==> config.mk <==
export PLATFORM = sky130hd
export DESIGN_NAME = mul_signed_pipe_3
export DESIGN_NICKNAME = d
export VERILOG_FILES = /design/src/rtl/fft_3_pkg.sv /design/src/rtl/smul_stage_3.sv /design/src/rtl/mul_signed_pipe_3.sv
export SDC_FILE = /design/constraint.sdc
export NUM_CORES = 1
export LEC_CHECK = 0
export CAP_MARGIN = 10
export CORE_UTILIZATION = 40
export CTS_CLUSTER_DIAMETER = 200
export DETAILED_ROUTE_END_ITERATION = 8
export SLEW_MARGIN = 15
export SYNTH_ARGS = -nofsm -noshare
export SYNTH_HDL_FRONTEND = slang
export SYNTH_SLANG_ARGS = --single-unit
==> constraint.sdc <==
create_clock -name clk -period 3.5 [get_ports clk]
set_clock_uncertainty 0.15 [all_clocks]
set_input_delay 0.525 -clock clk [delete_from_list [all_inputs] [get_ports clk]]
set_output_delay 0.525 -clock clk [all_outputs]
set_load 0.05 [all_outputs]
==> src/rtl/fft_3_pkg.sv <==
// Shared widths, limits and the per-stage pipeline record for the signed Q1.7 multiplier.
// Helper functions take two's-complement inputs to unsigned magnitudes without losing the most-negative value.
package fft_3_pkg;

    localparam int A_W         = 16;
    localparam int B_W         = 8;
    localparam int ACC_W       = 25;
    localparam int Q_SHIFT_DEF = 7;
    localparam int PIPE_LAT    = 10;
    localparam int N_SA        = 8;

    localparam logic [ACC_W-1:0] POS_LIM = 25'd32767;
    localparam logic [ACC_W-1:0] NEG_LIM = 25'd32768;
    localparam logic [A_W-1:0]   SAT_MAX = 16'h7FFF;
    localparam logic [A_W-1:0]   SAT_MIN = 16'h8000;

    typedef struct packed {
        logic             vld;
        logic             sign;
        logic [ACC_W-1:0] mcand;
        logic [B_W-1:0]   mplier;
        logic [ACC_W-1:0] psum;
    } sa_t;

    function automatic logic [A_W:0] mag_a(input logic [A_W-1:0] x);
        logic [A_W:0] ext;
        ext = {x[A_W-1], x};
        return x[A_W-1] ? (~ext + 1'b1) : ext;
    endfunction

    // Computed one bit wider so -128 lands on 128 before the top bit is dropped.
    function automatic logic [B_W-1:0] mag_b(input logic [B_W-1:0] x);
        logic [B_W:0] ext;
        logic [B_W:0] mag;
        ext = {x[B_W-1], x};
        mag = x[B_W-1] ? (~ext + 1'b1) : ext;
        return mag[B_W-1:0];
    endfunction

endpackage

==> src/rtl/smul_stage_3.sv <==
// One shift-add step: adds the multiplicand when the multiplier LSB is set, then shifts both.
// Latency 1 cycle; en=0 holds every field, flush (with en) clears the valid bit.
// No backpressure beyond the global en hold.
module smul_stage_3
    import fft_3_pkg::*;
(
    input  logic clk,
    input  logic rst_n,
    input  logic en,
    input  logic flush,
    input  sa_t  st_i,
    output sa_t  st_o
);

    sa_t st_d;
    sa_t st_q;

    always_comb begin
        st_d        = st_i;
        st_d.vld    = st_i.vld & ~flush;
        st_d.psum   = st_i.mplier[0] ? (st_i.psum + st_i.mcand) : st_i.psum;
        st_d.mcand  = st_i.mcand << 1;
        st_d.mplier = st_i.mplier >> 1;
    end

    always_ff @(posedge clk or negedge rst_n) begin
        if (!rst_n) begin
            st_q <= '0;
        end else if (en) begin
            st_q <= st_d;
        end
    end

    assign st_o = st_q;

endmodule

==> src/rtl/mul_signed_pipe_3.sv <==
// Signed 16x8 (Q1.7) multiplier, sign/magnitude front end, 8 shift-add steps, saturating back end.
// Latency 10 advancing cycles, one sample per cycle.
// No backpressure: en=0 freezes the whole pipe, flush drops everything in flight.
module mul_signed_pipe_3
    import fft_3_pkg::*;
#(
    parameter int Q_SHIFT = Q_SHIFT_DEF
) (
    input  logic           clk,
    input  logic           rst_n,
    input  logic           en,
    input  logic           flush,
    input  logic           in_valid,
    input  logic [A_W-1:0] a_in,
    input  logic [B_W-1:0] b_in,
    output logic           out_valid,
    output logic [A_W-1:0] p_out,
    output logic           ovf
);

    sa_t s0_d;
    sa_t s0_q;
    sa_t chain [0:N_SA];

    always_comb begin
        s0_d        = '0;
        s0_d.vld    = in_valid & ~flush;
        s0_d.sign   = a_in[A_W-1] ^ b_in[B_W-1];
        s0_d.mcand  = ACC_W'(mag_a(a_in));
        s0_d.mplier = mag_b(b_in);
    end

    always_ff @(posedge clk or negedge rst_n) begin
        if (!rst_n) begin
            s0_q <= '0;
        end else if (en) begin
            s0_q <= s0_d;
        end
    end

    assign chain[0] = s0_q;

    for (genvar g = 0; g < N_SA; g++) begin : g_sa
        smul_stage_3 u_stage (
            .clk   (clk),
            .rst_n (rst_n),
            .en    (en),
            .flush (flush),
            .st_i  (chain[g]),
            .st_o  (chain[g+1])
        );
    end

    // Final multiplicand/multiplier residues carry no information past the last step.
    logic unused_tail;
    assign unused_tail = ^{chain[N_SA].mcand, chain[N_SA].mplier};

    logic [ACC_W-1:0] m;
    logic [ACC_W-1:0] neg_m;
    logic             out_valid_d, out_valid_q;
    logic [A_W-1:0]   p_out_d, p_out_q;
    logic             ovf_d, ovf_q;

    always_comb begin
        m           = chain[N_SA].psum >> Q_SHIFT;
        neg_m       = ~m + 1'b1;
        out_valid_d = chain[N_SA].vld & ~flush;
        p_out_d     = '0;
        ovf_d       = 1'b0;
        if (out_valid_d) begin
            if (!chain[N_SA].sign) begin
                if (m > POS_LIM) begin
                    p_out_d = SAT_MAX;
                    ovf_d   = 1'b1;
                end else begin
                    p_out_d = m[A_W-1:0];
                end
            end else begin
                if (m > NEG_LIM) begin
                    p_out_d = SAT_MIN;
                    ovf_d   = 1'b1;
                end else begin
                    p_out_d = neg_m[A_W-1:0];
                end
            end
        end
    end

    always_ff @(posedge clk or negedge rst_n) begin
        if (!rst_n) begin
            out_valid_q <= 1'b0;
            p_out_q     <= '0;
            ovf_q       <= 1'b0;
        end else if (en) begin
            out_valid_q <= out_valid_d;
            p_out_q     <= p_out_d;
            ovf_q       <= ovf_d;
        end
    end

    assign out_valid = out_valid_q;
    assign p_out     = p_out_q;
    assign ovf       = ovf_q;

endmodule

==> flow_metrics.env <==
export IMPL_status="finished clean"
export IMPL_drv_cap=0
export IMPL_postSynthAreaPerCell_um2=10.3
export IMPL_synth_flop_cell="dfrtp_1"
export IMPL_post_synth_num_cell_types=70
export IMPL_crit_buf_inv=0
export IMPL_synth_seq_cells=344
export IMPL_cpPeakStageDelay_ps=540
export IMPL_synth_edf_count=0
export IMPL_regToRegSetupSlack_ps=530
export IMPL_num_io_pins=47
export IMPL_arrival_ps=3210
export IMPL_r2r_end="g_sa[6].u_stage.st_o[16]"
export IMPL_clock_path_buffers=3
export IMPL_routabilityCongestion=0.851
export IMPL_dieArea_um2=50100
export IMPL_critPathCaptureType="flop"
export IMPL_core_area_um2=48100
export IMPL_htreeDepth=2
export IMPL_antenna_left=0
export IMPL_path_max_fanout=4
export IMPL_hold_viol_final=0
export IMPL_syn_inst=1910
export IMPL_antenna_found_initial=0
export IMPL_ys_top_cells_by_count="dfrtp_1 (344), a21oi_1 (179), mux2_2 (171), nor2_1 (156), ha_1 (115)"
export IMPL_rows=80
export IMPL_required_ps=3740
export IMPL_min_from="g_sa[6].u_stage.st_o[58]"
export IMPL_hold_depth=2
export IMPL_slowest_stage="a2111oi_2"
export IMPL_fin_crit_sh=0.847
export IMPL_tightest_slew_ps=1060
export IMPL_setup_tns_ps=0
export IMPL_wl_per_cell_um=16.0
export IMPL_synth_top_area_frac=0.438
export IMPL_reg2reg_depth=9
export IMPL_nets=2081
export IMPL_ir_drop_mv=0.459
export IMPL_start_util=0.409
export IMPL_fmax_mhz=337
export IMPL_timing_rr_start="g_sa[5].u_stage.st_o[39]"
export IMPL_hold_end="g_sa[7].u_stage.st_o[58]"
export IMPL_vias=14000
export IMPL_grt_first_pass_wirelength_mm=72.0
export IMPL_track_usage=0.173
export IMPL_drt_first_iter_violations=649
export IMPL_dr_pass1_iters=5
export IMPL_power_density_nw_per_um2=862
export IMPL_fin_crit_ps=2970
export IMPL_seq_area_frac_synth=0.438
export IMPL_die_h_um=224
export IMPL_cts_buffers=38
export IMPL_diodes=0
export IMPL_area_delta_synth_final_pct=12.8
export IMPL_cts_reportedPaths_clkPinSlew_ps=60
export IMPL_drc_errors=0
export IMPL_dieWidth_um=224
export IMPL_ys_warn_count=0
export IMPL_hold_path_class="reg -> reg"
export IMPL_wl_mm=41.9
export IMPL_viasPerCell=5.37
export IMPL_synth_nets=2061
export IMPL_yosysMostFrequentCell="dfrtp_1"
export IMPL_rsz0062_at_grt="no"
export IMPL_critical_path_class="reg -> reg"
export IMPL_cp_top_family="compound AO/OA/AOI/OAI gates"
export IMPL_cts_tree="built"
export IMPL_synth_area_leaders="dfrtp_1 (44%), mux2_2 (9.8%), ha_1 (7.3%)"
export IMPL_clock_latency_ps=540
export IMPL_synth_top_area_cell="dfrtp_1"
export IMPL_crit_top_cell="a21o_1"
export IMPL_dp_hpwl_mm=30.7
export IMPL_port_buffers=46
export IMPL_layout_drive_gt1_share=0.142
export IMPL_worst_slew_margin_rel=0.294
export IMPL_overflow=0
export IMPL_hold_slack_ps=335
export IMPL_cts_sinks=344
export IMPL_setup_viol=0
export IMPL_cp_start_kind="flop"
export IMPL_leakage_nw=9.57
export IMPL_grt_pass1_vias=14300
export IMPL_cp_cell_sequence="and2_1, fa_1, a21o_1, a2111oi_2, o21ai_0, a21o_1, a21oi_1, xor2_1, o221ai_1"
export IMPL_cts_root_buffer="clkbuf_16"
export IMPL_grt_max_degree=103
export IMPL_netlist_area_um2=19700
export IMPL_final_max_slew_viol_count=0
export IMPL_final_core_util=0.461
export IMPL_synth_async_sr_flop_share=1.00
[cell families (layout without fill, tap and decap cells)]
kind of cell | after synthesis | in the layout | synth area share
muxes | 254 | 254 | 0.140
AOI/OAI and AO/OA | 476 | 476 | 0.151
buffers and inverters | 172 | 217 | 0.0329
and+or+nand+nor | 441 | 441 | 0.113
xor gates and xnor gates | 101 | 101 | 0.0450
DFF | 344 | 344 | 0.438
adders and majority gates | 122 | 122 | 0.0803
[state kept, by name, indices dropped and copies added, names as in the netlist]
register	cells
out_valid	1
chain	27
g_sa.u_stage.st_o	299
p_out	16
ovf	1
[metal layers]
| metal | part of all wire | global-route usage |
|---|---|---|
| met1 | 0.46 | 0.225 |
| met2 | 0.49 | 0.299 |
| met3 | 0.021 | 0.0222 |
| met4 | 0.025 | 0.0541 |
| met5 | 0 | 0 |
[worst max path at each step]
stage / from / endpoint / slack (ps) / cells past startpoint
5_1_grt: g_sa[5].u_stage.st_o[39] / g_sa[6].u_stage.st_o[16] / 330 / 9
2_1_floorplan: g_sa[5].u_stage.st_o[39] / g_sa[6].u_stage.st_o[16] / 910 / 9
3_3_place_gp: g_sa[4].u_stage.st_o[38] / g_sa[5].u_stage.st_o[21] / 590 / 9
3_5_place_dp: g_sa[5].u_stage.st_o[39] / g_sa[6].u_stage.st_o[16] / 540 / 9
6_report: g_sa[5].u_stage.st_o[39] / g_sa[6].u_stage.st_o[16] / 530 / 9
4_1_cts: g_sa[5].u_stage.st_o[39] / g_sa[6].u_stage.st_o[16] / 530 / 9
[tightest hold or removal path: stages, from the launching register on]
cell and delay (ps):
dfrtp_1 340, nand2_1 50, o21ai_0 60
[where the power goes]
part           internal (mW)  switching [mW]
clock network           2.37            1.61
logic                   4.24            4.51
registers               5.10            1.29
[repair_timing]
action                                 in CTS  in global routing
hold buffers                                1                  0
gates resized for setup                     0                  0
endpoints found under the hold margin      94                  0
buffers inserted                            0                  0
[stage by stage]
stage          instance area, um^2  setup WS [ps]  power, mW  std cells
2_1_floorplan                19700            913       13.1       1910
3_3_place_gp                 20900            588       14.9       2545
3_5_place_dp                 20900            539       15.2       2545
4_1_cts                      22200            525       19.3       2611
5_1_grt                      22200            333       20.7       2611
6_report                     22200            534       19.1       2611
[layout by cell type, fill, tap and decap left out, types with 12 or more instances in the layout]
master and instances:
ha_1 115, o21ai_0 83, mux2i_1 82, a21o_1 55, nand4_1 19, inv_1 85, nand2_1 59, buf_12 12
and2_1 17, mux2_2 171, xnor2_1 64, nand3b_1 29, a21oi_1 179, nor3_1 13, nor2b_1 23, a31oi_1 18
and3_1 23, nand3_1 54, o22ai_1 27, clkdlybuf4s50_1 44, o21a_1 13, xor2_1 37, dfrtp_1 344, o31ai_1 13
clkbuf_16 38, nor2_1 156
[layout make-up]
| type | count | area [um^2] |
|---|---|---|
| Fill cell | 4471 | 26000 |
| Multi-Input combinational cell | 1394 | 10400 |
| Clock inverter | 16 | 181 |
| Timing Repair Buffer | 67 | 781 |
| Inverter | 85 | 319 |
| Sequential cell | 344 | 8610 |
| Tap cell | 656 | 821 |
| Clock buffer | 49 | 1060 |
(Power assumes the default switching activity.)
